--- config.mk ---
export PLATFORM = sky130hd
export DESIGN_NAME = unidade_controle_param
export DESIGN_NICKNAME = d
export VERILOG_FILES = /design/src/rtl/unidade_controle_param.sv
export SDC_FILE = /design/constraint.sdc
export NUM_CORES = 1
export LEC_CHECK = 0
export BUFFER_PORTS_ARGS = -buffer_cell sky130_fd_sc_hd__buf_2
export CAP_MARGIN = 20
export CORE_MARGIN = 10
export CORE_UTILIZATION = 35
export CTS_BUF_LIST = sky130_fd_sc_hd__clkbuf_4
export DETAILED_ROUTE_END_ITERATION = 6
export HOLD_SLACK_MARGIN = 0.05
export PLACE_DENSITY = 0.61
export SLEW_MARGIN = 40
export SYNTH_ARGS = -nofsm -noshare
export SYNTH_HDL_FRONTEND = slang
export SYNTH_SLANG_ARGS = --single-unit
--- constraint.sdc ---
create_clock -name clock -period 2.02 [get_ports clock]
set_input_delay 0.404 -clock clock [delete_from_list [all_inputs] [get_ports clock]]
set_output_delay 0.404 -clock clock [all_outputs]
set_load 0.02 [all_outputs]
--- src/rtl/unidade_controle_param.sv ---
// Control unit for the memory-sequence game.
// It owns the round and play counters, the inactivity timer and the life counter. It drives
// the address and the register/memory strobes to the datapath.
// Ports:
//   clock, reset            clock; asynchronous active-high reset
//   iniciar                 start/restart (sampled in inicial and in final states)
//   modo                    0 = fixed sequence, 1 = write mode (latched in inicializa)
//   jogada                  one-cycle button-press pulse
//   jogada_igual            comparator result for the registered jogada
//   endereco                memory address
//   rodada                  current round (0-based)
//   zeraR/registraR         clear/load the jogada register
//   escreveM                memory write enable
//   vidas_restantes         lives left
//   ganhou/perdeu/timeout   final-state flags; pronto is high in any final state
//   db_estado               state code, for debug
module unidade_controle_param #(
  parameter int unsigned N_RODADAS = 16,
  parameter int unsigned AW        = 4,
  parameter int unsigned TIMEOUT   = 5000,
  parameter int unsigned VIDAS     = 3,
  parameter int unsigned VW        = 2
) (
  input  logic          clock,
  input  logic          reset,
  input  logic          iniciar,
  input  logic          modo,
  input  logic          jogada,
  input  logic          jogada_igual,
  output logic [AW-1:0] endereco,
  output logic [AW-1:0] rodada,
  output logic          zeraR,
  output logic          registraR,
  output logic          escreveM,
  output logic [VW-1:0] vidas_restantes,
  output logic          ganhou,
  output logic          perdeu,
  output logic          timeout,
  output logic          pronto,
  output logic [3:0]    db_estado
);

  localparam int unsigned TW = $clog2(TIMEOUT);

  typedef enum logic [3:0] {
    StInicial       = 4'h0,
    StInicializa    = 4'h1,
    StInicioRodada  = 4'h2,
    StEsperaJogada  = 4'h3,
    StRegistra      = 4'h4,
    StCompara       = 4'h5,
    StProximaJogada = 4'h6,
    StFimRodada     = 4'h7,
    StEsperaEscrita = 4'h8,
    StEscreve       = 4'h9,
    StFinalAcertos  = 4'hA,
    StProximaRodada = 4'hB,
    StPerdeVida     = 4'hC,
    StFinalErro     = 4'hE,
    StFinalTimeout  = 4'hF
  } state_e;

  state_e          state_q, state_d;
  logic [AW-1:0]   jogada_q;
  logic [AW-1:0]   rodada_q;
  logic [VW-1:0]   vidas_q;
  logic [TW-1:0]   timer_q;
  logic            modo_q;
  logic            timer_fim;

  assign timer_fim = (timer_q == TW'(TIMEOUT - 1));

  // State register.
  always_ff @(posedge clock or posedge reset) begin
    if (reset) begin
      state_q <= StInicial;
    end else begin
      state_q <= state_d;
    end
  end

  // Next-state logic.
  always_comb begin
    state_d = state_q;
    case (state_q)
      StInicial:       if (iniciar) state_d = StInicializa;
      StInicializa:    state_d = StInicioRodada;
      StInicioRodada:  state_d = StEsperaJogada;
      // A press on the same cycle the timer expires takes priority.
      StEsperaJogada: begin
        if (jogada)         state_d = StRegistra;
        else if (timer_fim) state_d = StFinalTimeout;
      end
      StRegistra:      state_d = StCompara;
      StCompara: begin
        if (!jogada_igual)            state_d = StPerdeVida;
        else if (jogada_q == rodada_q) state_d = StFimRodada;
        else                          state_d = StProximaJogada;
      end
      StProximaJogada: state_d = StEsperaJogada;
      StFimRodada: begin
        if (rodada_q == AW'(N_RODADAS - 1)) state_d = StFinalAcertos;
        else if (modo_q)                    state_d = StEsperaEscrita;
        else                                state_d = StProximaRodada;
      end
      StEsperaEscrita: begin
        if (jogada)         state_d = StEscreve;
        else if (timer_fim) state_d = StFinalTimeout;
      end
      StEscreve:       state_d = StProximaRodada;
      StProximaRodada: state_d = StInicioRodada;
      // The failed round is replayed from its start while lives remain.
      StPerdeVida: begin
        if (vidas_q == VW'(1)) state_d = StFinalErro;
        else                   state_d = StInicioRodada;
      end
      StFinalAcertos, StFinalErro, StFinalTimeout: begin
        if (iniciar) state_d = StInicializa;
      end
      default:         state_d = StInicial;
    endcase
  end

  // Counters, timer and latched mode, updated from the current state.
  always_ff @(posedge clock or posedge reset) begin
    if (reset) begin
      jogada_q <= '0;
      rodada_q <= '0;
      vidas_q  <= '0;
      timer_q  <= '0;
      modo_q   <= 1'b0;
    end else begin
      if (state_q == StEsperaJogada || state_q == StEsperaEscrita) begin
        timer_q <= timer_q + TW'(1);
      end else begin
        timer_q <= '0;
      end
      case (state_q)
        StInicializa: begin
          jogada_q <= '0;
          rodada_q <= '0;
          vidas_q  <= VW'(VIDAS);
          modo_q   <= modo;
        end
        // Clearing jogada before entering inicio_rodada keeps endereco at 0 there.
        StInicioRodada, StProximaRodada: begin
          jogada_q <= '0;
          if (state_q == StProximaRodada) rodada_q <= rodada_q + AW'(1);
        end
        StProximaJogada: jogada_q <= jogada_q + AW'(1);
        StPerdeVida: begin
          jogada_q <= '0;
          vidas_q  <= vidas_q - VW'(1);
        end
        default: ;
      endcase
    end
  end

  // Moore outputs.
  always_comb begin
    zeraR     = (state_q == StInicial) || (state_q == StInicializa);
    registraR = (state_q == StRegistra);
    escreveM  = (state_q == StEscreve);
    ganhou    = (state_q == StFinalAcertos);
    perdeu    = (state_q == StFinalErro);
    timeout   = (state_q == StFinalTimeout);
    pronto    = ganhou || perdeu || timeout;
    // While appending a jogada, the write goes just past the current round.
    if (state_q == StEsperaEscrita || state_q == StEscreve) begin
      endereco = rodada_q + AW'(1);
    end else begin
      endereco = jogada_q;
    end
    rodada          = rodada_q;
    vidas_restantes = vidas_q;
    db_estado       = state_q;
  end

endmodule

# Yosys cells after proc, flatten, opt, wreduce, memory -nomap -nowiden
# Cells that the tools add are included.
# op_classes
add_sub_neg	4
n_eq_ne	20
muxes	16
n_reduce_logical	15
# ops
op	count
one-hot mux 4 bit (10 select lines)	1
== test 4 bit (second input constant)	8
two-way mux 4 bit	8
== test 4 x 3 -> 1 bit (second input constant)	4
one-hot mux 4 bit (2 select lines)	2
adder 13 x 1 -> 13 bit (second input constant)	1
== test 13 bit (second input constant)	1
two-way mux 13 bit	1
adder 4 x 1 -> 4 bit (second input constant)	2
== test 4 x 2 -> 1 bit (second input constant)	2
OR reduction 4 bit	2
nonzero test 2 bit	3
OR reduction 2 bit	3
logical OR 1 bit	5
== test 4 x 1 -> 1 bit (second input constant)	1
== test 4 bit	1
logical NOT 4 bit	1
two-way mux 2 bit	2
one-hot mux 2 bit (2 select lines)	1
== test 2 x 1 -> 1 bit (second input constant)	1
inequality test 2 x 1 -> 1 bit (second input constant)	1
inequality test 2 bit (second input constant)	1
AND reduction 2 bit	1
subtractor 2 x 1 -> 2 bit (second input constant)	1
two-way mux 1 bit	1
# word_totals
ff_bits	28
inputBits	6
output_inout_bits	21
wordCells	61

# Depth between registers and ports, before layout
# Gate-level depths: netlist of the first run.
# logic_depth
depth_word	4
depth_mapped	7
depth_no_buf	6

# Worst setup path before layout of the first run
# Ideal clock, no wire load.
# synth_path
path_type	flip-flop to output port
from	register state_q[3] (netlist: db_estado[3])
to	output endereco[1]
arrival_ns	1.580
required_time_ns	1.616
slack_ns	0.036
stages_incl_launch_ff	5
path_buffers	1
cell_sequence	dfrtp_1 buf_2 clkinv_1 nor3_4 mux2_1
# synth_via
elab_chain_cells	3
word_cells_on_any_way	4
# synth_rtl
item	line	source
from (decl)	63	state_e state_q, state_d;
from (signal assigned)	76	state_q <= StInicial;
from (signal assigned)	78	state_q <= state_d;
== test 4 bit	170	if (state_q == StEsperaEscrita || state_q == StEscreve) begin
logical OR 1 bit (*)	170	
two-way mux 4 bit (*)	170	
to (decl)	30	output logic [AW-1:0] endereco,
# Mark *: on every way between the ends. The rest lies on a longest branch, timed or not.

# Worst setup path after layout of the first run
# layout_path
from	register state_q[1] (netlist: db_estado[1])
to	output endereco[0]
# Same word-level chain as after synthesis.

==> results of run 1 <==
[layout by cell type, fill, tap and decap left out, types with 2 or more instances in the layout]
cell	n
clkbuf_4	3
or3_1	4
mux2i_1	2
inv_2	2
xnor2_1	8
a21oi_2	2
o2bb2ai_1	2
o21ai_0	15
buf_4	20
buf_6	3
nor2_1	20
xor2_1	6
inv_1	16
a21o_1	3
nand3b_1	2
o21ai_1	2
nand2b_1	4
o2111ai_1	3
nor4_1	3
a21oi_1	12
nor3_1	6
nor2_2	3
nand2_1	12
nor3b_1	2
a22o_1	4
dfrtp_2	5
nor2b_1	5
nand3_1	9
dfrtp_1	23
o221ai_1	2
nand4_1	6
ha_1	4
buf_2	21
[synth_stat cells (2+ instances only)]
cell type  number  area share, %
nor2b_1         5            1.6
dfrtp_1        28             37
mux2i_1         2            1.1
nand3_1         9            2.4
buf_2           8            2.1
xor2_1          6            2.8
a21o_1          3            1.2
clkbuf_1        2           0.39
nor2_1         24            4.7
o2bb2ai_1       2           0.92
o21ai_0        15            3.9
nor3b_1         2           0.79
o21ai_1         2           0.53
xnor2_1         9            4.1
ha_1            4            2.6
mux2_1          2            1.2
nand4_1         6            2.0
nor3_1          7            1.8
nand3b_1        2           0.79
o221ai_1        2           0.92
nand2_1        12            2.4
a22o_1          4            1.8
inv_1          16            3.2
nand2b_1        4            1.3
o2111ai_1       3            1.4
a21oi_1        14            3.7
nor4_1          3           0.99
or3_1           4            1.3
[metal layers]
metal | part of all wire (%) | wire (µm) | vias to the layer above | track usage, %
met2 | 46 | 2290 | 63 | 17.7
met1 | 46 | 2270 | 844 | 15.1
li1 | - | - | 876 | -
met4 | 0.81 | 40 | 0 | 2.03
met5 | 0 | 0 | - | 0
met3 | 7.1 | 351 | 4 | 3.04
[critical path: cells and delay by family, from the launching register on]
family / cells / cell delay [ns]
flip-flops: 1 / 0.51
buffers and inverters: 2 / 0.32
AND/OR/NAND/NOR: 2 / 0.29
AO/OA/AOI/OAI: 1 / 0.13
[registers in the layout, indices dropped and copies added (netlist names)]
| register | cells |
|---|---|
| rodada | 4 |
| jogada_q | 4 |
| modo_q | 1 |
| vidas_restantes | 2 |
| timer_q | 13 |
| db_estado | 4 |
[layout make-up]
class | count | share of cell area, %
Timing Repair Buffer | 45 | 12.7
Inverter | 18 | 2.92
Sequential cell | 28 | 30.6
Multi-Input combinational cell | 166 | 47.8
Clock buffer | 3 | 0.973
Clock inverter | 1 | 1.30
Tap cell | 70 | 3.79
[power by group through the flow]
stage	Clock, mW	Sequential, mW	Combinational [mW]
global route	0.419	0.846	2.03
finish	0.391	0.830	1.84
floorplan	0	0.852	1.13
global placement	0	0.851	1.61
detailed placement	0	0.855	1.62
CTS	0.398	0.837	1.69
[repair_timing]
action / in CTS / in global routing
resized for setup: 5 / 19
endpoints found under the setup margin: 8 / 9
pin swaps: 1 / 1
endpoints found under the hold margin: 0 / 0
hold buffers: 0 / 0
setup buffers: 4 / 3
[cells by family (layout without fill, tap and decap cells)]
family,after synthesis,count (layout)
and+or+nand+nor,85,85
adders and majority gates,4,4
xor gates and xnor gates,15,15
AOI/OAI and AO/OA,57,57
buffers and inverters,31,67
DFF,28,28
muxes,5,5
[path summary, 6_finish.rpt]
| path | startpoint | depth (start not counted) | end | slack [ns] |
|---|---|---|---|---|
| setup reg to reg | rodada[1]$_DFFE_PP0P_ | 5 | db_estado[0]$_DFFE_PP0P_ | 0.27 |
| setup / recovery | db_estado[1]$_DFFE_PP0P_ | 5 | endereco[0] | 0.005 |
| max in group asynchronous | reset | 3 | timer_q[4]$_DFF_PP0_ | 1.65 |
| hold / removal | reset | 3 | jogada_q[1]$_DFFE_PP0P_ | 0.07 |
| min in group clock | modo | 2 | modo_q$_DFFE_PP0P_ | 0.24 |
| hold reg to reg | timer_q[0]$_DFF_PP0_ | 1 | timer_q[0]$_DFF_PP0_ | 0.50 |
==> run_results.csv, run 1 <==
group,metric,value,unit
layout,area_growth,21.4,%
synthesis,synth_nets,235,
worst_setup_path,crit_path_top_delay_cell,"dfrtp_2",
timing,relSlewSlack,65.8,%
placed_design,dp_slack,0.215,ns
layout,layout-drive-gt1-share,25.7,%
placed_design,placed_area,0.00214,mm²
timing,fin_ws,0.00491,ns
global_route,grt_max_degree,30,
die,die_h,93.8,µm
timing,max_slew.worst_pin.slew,0.500,ns
clocking,cts_sinks,28,
route,drt_first_pass_iters,4,
power,p_int,1.63,mW
route,wl_per_cell,15.0,µm
worst_setup_path,crit_chain,"nor3_4 > buf_6 > nor2_2 > a21oi_1 > buf_4",
die,rows,26,
global_route,grt.total_usage,11.3,%
synthesis,synth.area.mux_share,2.82,%
placed_design,portBuffers,26,
worst_setup_path,crit_type,"reg -> out",
layout,fin_util,44.4,%
synthesis,synth_compound_area_share,19.8,%
route,drc,0,
timing,period_share,99.8,%
route,ant_nets,0,
route,viasPerCell,5.40,
timing,setup_viol,0,
die,start_util,36.6,%
clocking,clk_pin_slew,0.19,ns
timing,rsz0062_at_grt,"yes",
timing,holdWs,0.0680,ns
clocking,cts.htree.levels,1,
timing,min_period,2.02,ns
power,p_comb_share,60.1,%
layout,n_antenna_cell,0,
placed_design,gp_congestion,0.874,
worst_setup_path,endpoint_kind,"primary output",
layout,regArea,707,µm²
route,vias,1787,
die,dieArea,0.00880,mm²
power,p_total,3.06,mW
clocking,clockRootBuffer,"clkbuf_4",
global_route,antenna_found_initial,0,
worst_setup_path,worst_ep_required_time,1.62,ns
clocking,cts_made_buffers,3,
die,die_w,93.8,µm
layout,fin_area,0.00231,mm²
synthesis,synth_top_family_by_area,"simple AND/OR/NAND/NOR gates",
route,wl,4.96,mm
timing,setup-tns-final,0,ns
synthesis,synth-simple-area-share,23.9,%
synthesis,syn-instance-count,225,
power,leakagePower,1.02,nW
worst_setup_path,crit_fanout,6,
worst_setup_path,slowest_delay,0.51,ns
synthesis,synth_xor_area_share,6.89,%
synthesis,async_flop_share,100,%
clocking,clock_path_buffers,2,
timing,fmax,0.496,GHz
synthesis,synth-edff-count,0,
global_route,grt_pass1_vias,1676,
power,peakVddDrop,0.000520,V
timing,drv_slew,0,
synthesis,synthAdderAreaFrac,2.63,%
synthesis,synth-seq-cells,28,
worst_hold_path,hold_class,"in -> async",
die,core_area,0.00520,mm²
global_route,grt_pass1_wl,8.20,mm
power,switchingPower,1.43,mW
flow_run,cap_violations,0,
clocking,cts_tree,"built",
power,power_per_cell_area,1320,mW/mm²
worst_setup_path,arrival,1.61,ns
layout,fill_cells,528,
layout,fin_nets,272,
timing,finClkSkew,0.0296,ns
global_route,grt-ovfl-total,0,
clocking,clk_latency,0.36,ns
route,first_iter_violations,177,
power,p_sw_share,46.7,%
synthesis,synth_cell_types,53,
die,io_pins,27,
timing,finalHoldViolCount,0,
layout,multi_input_area,0.00111,mm²
power,power_frac_clock,12.8,%
synthesis,netlist_area,0.00191,mm²
synthesis,ys_warn_count,0,
worst_setup_path,start_kind,"flip-flop",
synthesis,synth_ff_type,"dfrtp_1",
placed_design,dp.cells,320,
synthesis,syn_avg_cell_area,8.47,µm²
synthesis,yosysSeqAreaShare,36.8,%
layout,stdcell_count,331,
run_status,status,"complete, no violations",
placed_design,hpwl,3.54,mm
power,power.share.sequential,27.1,%
No activity file was read; power rests on OpenSTA's default activity.
==> run 2, diff against run 1 <==
- ABC_AREA: unset -> 1
- CORE_ASPECT_RATIO: unset -> 1.4
- PLACE_DENSITY: 0.61 -> 0.62
==> run 2 against run 1 <==
Compared with the run above: synthesized area decreased by 9.8%; power fell by 31%; sequential share of layout area up 4.1 points; sequential power down 7.8%; combinational power down 40%; utilization decreased by 2.2 points; worst setup slack better by 0.11 ns; routed wire length down 14%; via count is 7.5% lower; global-route usage decreased by 0.50 points; synthesized cell count is 8.0% higher; critical path type unchanged; critical endpoint is now registraR; largest cell class unchanged; largest power group unchanged.
==> run_results.csv, run 2 <==
group,metric,value,unit
run_status,status,"complete, no violations",
die,die_h,103,µm
clocking,cts_sinks,28,
route,viasPerCell,4.83,
global_route,grt.total_usage,10.8,%
worst_hold_path,hold_class,"in -> async",
synthesis,synth_area_leaders,"dfrtp_1, nand2_1, inv_1",
die,die_w,79.2,µm
worst_setup_path,r2r_slack,0.34,ns
synthesis,synth-seq-cells,28,
worst_setup_path,slowest_delay,0.43,ns
placed_design,placed_area,0.00194,mm²
synthesis,netlist_area,0.00172,mm²
synthesis,synth-edff-count,0,
worst_setup_path,crit_type,"reg -> out",
layout,largest_reg_flops,13,
die,io_pins,27,
timing,setup_viol,0,
timing,period_share,94.5,%
placed_design,hpwl,3.32,mm
power,p_sw_share,48.3,%
clocking,cts_tree,"built",
synthesis,synth_cell_types,26,
die,dieArea,0.00815,mm²
worst_setup_path,start_kind,"flip-flop",
synthesis,synth_nets,253,
route,ant_nets,0,
clocking,clk_pin_slew,0.15,ns
global_route,grt_max_degree,29,
global_route,grt_pass1_wl,7.17,mm
clocking,cts.htree.levels,1,
layout,fill_cells,561,
clocking,clockRootBuffer,"clkbuf_4",
route,drt_first_pass_iters,4,
layout,fin_area,0.00203,mm²
synthesis,synth_top_area_cell,"dfrtp_1",
power,peakVddDrop,0.000536,V
clocking,cts_made_buffers,3,
global_route,grt_pass1_vias,1603,
route,first_iter_violations,67,
timing,max_slew.worst_pin.slew,0.368,ns
route,wl_per_cell,12.4,µm
layout,fin_nets,290,
synthesis,syn_avg_cell_area,7.07,µm²
worst_setup_path,crit_fanout,7,
synthesis,synth_most_common_cell,"nand2_1",
placed_design,portBuffers,26,
layout,area_growth,18.1,%
global_route,antenna_found_initial,0,
layout,layout-drive-gt1-share,19.4,%
placed_design,gp_congestion,0.879,
die,core_area,0.00480,mm²
clocking,clk_latency,0.32,ns
layout,layout_common_cells,"nand2_1, inv_1, nor2_1, buf_2, dfrtp_1",
timing,min_period,1.91,ns
worst_setup_path,endpoint_kind,"primary output",
power,p_comb_share,52.5,%
flow_run,cap_violations,0,
timing,finClkSkew,0.00371,ns
clocking,clock_path_buffers,2,
layout,largest_register,"timer_q",
synthesis,yosysSeqAreaShare,40.8,%
synthesis,async_flop_share,100,%
power,p_int,1.08,mW
route,drc,0,
layout,final_common_cell,"nand2_1",
worst_setup_path,r2r-start,"db_estado[0]$_DFFE_PP0P_",
power,leakagePower,1.06,nW
power,power.share.sequential,36.5,%
layout,stdcell_count,342,
worst_setup_path,crit_chain,"buf_4 > inv_2 > nand2_1 > nor2_1 > buf_2",
worst_setup_path,crit_path_top_delay_cell,"dfrtp_1",
synthesis,yosysTopAreaCellShare,40.8,%
layout,n_antenna_cell,0,
synthesis,synth_ff_type,"dfrtp_1",
timing,setup-tns-final,0,ns
timing,relSlewSlack,75.3,%
power,power_per_cell_area,1030,mW/mm²
die,rows,30,
synthesis,yosys-top-cells-count,"nand2_1, inv_1, nor2_1",
timing,fmax,0.524,GHz
worst_setup_path,worst_ep_required_time,1.62,ns
worst_setup_path,arrival,1.51,ns
die,start_util,35.8,%
synthesis,syn-instance-count,243,
timing,finalHoldViolCount,0,
route,wl,4.25,mm
power,switchingPower,1.01,mW
timing,drv_slew,0,
placed_design,dp.cells,335,
route,vias,1653,
power,power_frac_clock,11.0,%
worst_setup_path,reg2reg_depth,7,
synthesis,ys_warn_count,0,
global_route,grt-ovfl-total,0,
worst_setup_path,reg2reg_to,"db_estado[1]$_DFFE_PP0P_",
run 2: cell count changes in the layout (fill, tap and decap cells not counted), moves of 7 or more:
cell	before	now
nand3_1	9	16
inv_1	16	36
nand2_1	12	59
buf_4	20	7
nor2_1	20	35
run 2: worst max-delay path by stage:
stage | start | endpoint | slack [ns] | depth (start not counted)
2_1_floorplan | db_estado[2]$_DFFE_PP0P_ | endereco[3] | 0.02 | 6
3_3_place_gp | db_estado[2]$_DFFE_PP0P_ | endereco[3] | 0.34 | 6
3_5_place_dp | db_estado[2]$_DFFE_PP0P_ | endereco[3] | 0.32 | 6
4_1_cts | db_estado[2]$_DFFE_PP0P_ | endereco[3] | 0.01 | 6
5_1_grt | db_estado[3]$_DFFE_PP0P_ | registraR | -0.02 | 5
6_report | db_estado[3]$_DFFE_PP0P_ | registraR | 0.11 | 5
run 2: repair_timing:
item	CTS	global route
hold buffers	0	0
buffers inserted	0	4
setup endpoints to repair	3	7
pin swaps	0	0
resized for setup	2	8
run 2: cells by family after synthesis:
kind of cell | Yosys count | share of synthesized area, %
AO/OA/AOI/OAI | 32 | 10.6
XOR/XNOR | 8 | 4.08
adder cells (fa/ha/maj) | 4 | 2.91
buffers and inverters | 41 | 9.17
flip-flops | 28 | 40.8
AND/OR/NAND/NOR | 130 | 32.5
run 2: power groups by stage:
stage / clock [mW] / combinational [mW] / sequential [mW]
CTS: 0.247 / 1.06 / 0.755
floorplan: 0 / 0.674 / 0.817
global route: 0.272 / 1.24 / 0.777
detailed placement: 0 / 1.05 / 0.763
global placement: 0 / 1.05 / 0.763
finish: 0.231 / 1.10 / 0.765
run 2: final cells by class:
class,count,area (µm²),area share (%)
tap,64,80.1,3.94
sequential,28,704,34.7
multi-input combinational,174,891,43.9
clock buffer,3,22.5,1.11
inverter,40,150,7.39
timing repair buffer,33,183,9.00
run 2: critical path, delay by kind of cell, from the launching register on:
kind	cells	cell delay [ns]
and+or+nand+nor	2	0.31
buffers and inverters	3	0.45
DFF	1	0.43
run 2: per-stage QoR:
stage	power [mW]	hold WS, ns	utilization [%]	setup WS [ns]
final	2.10	0.112	42.3	0.110
after global routing	2.29	0.131	42.3	-0.0208
after CTS	2.06	0.114	41.0	0.0112
after detailed placement	1.82	0.452	40.5	0.323
after global placement	1.82	0.451	40.5	0.341
after floorplan	1.49	0.430	-	0.0204
run 2: routing by layer:
layer	part of all wire (%)	global-route usage (%)	vias to the layer above	wire, µm
li1	-	-	843	-
met2	51	19.2	41	2170
met1	42	11.7	759	1780
met3	4.7	2.36	10	199
met5	0	0	-	0
met4	2.4	5.12	0	103
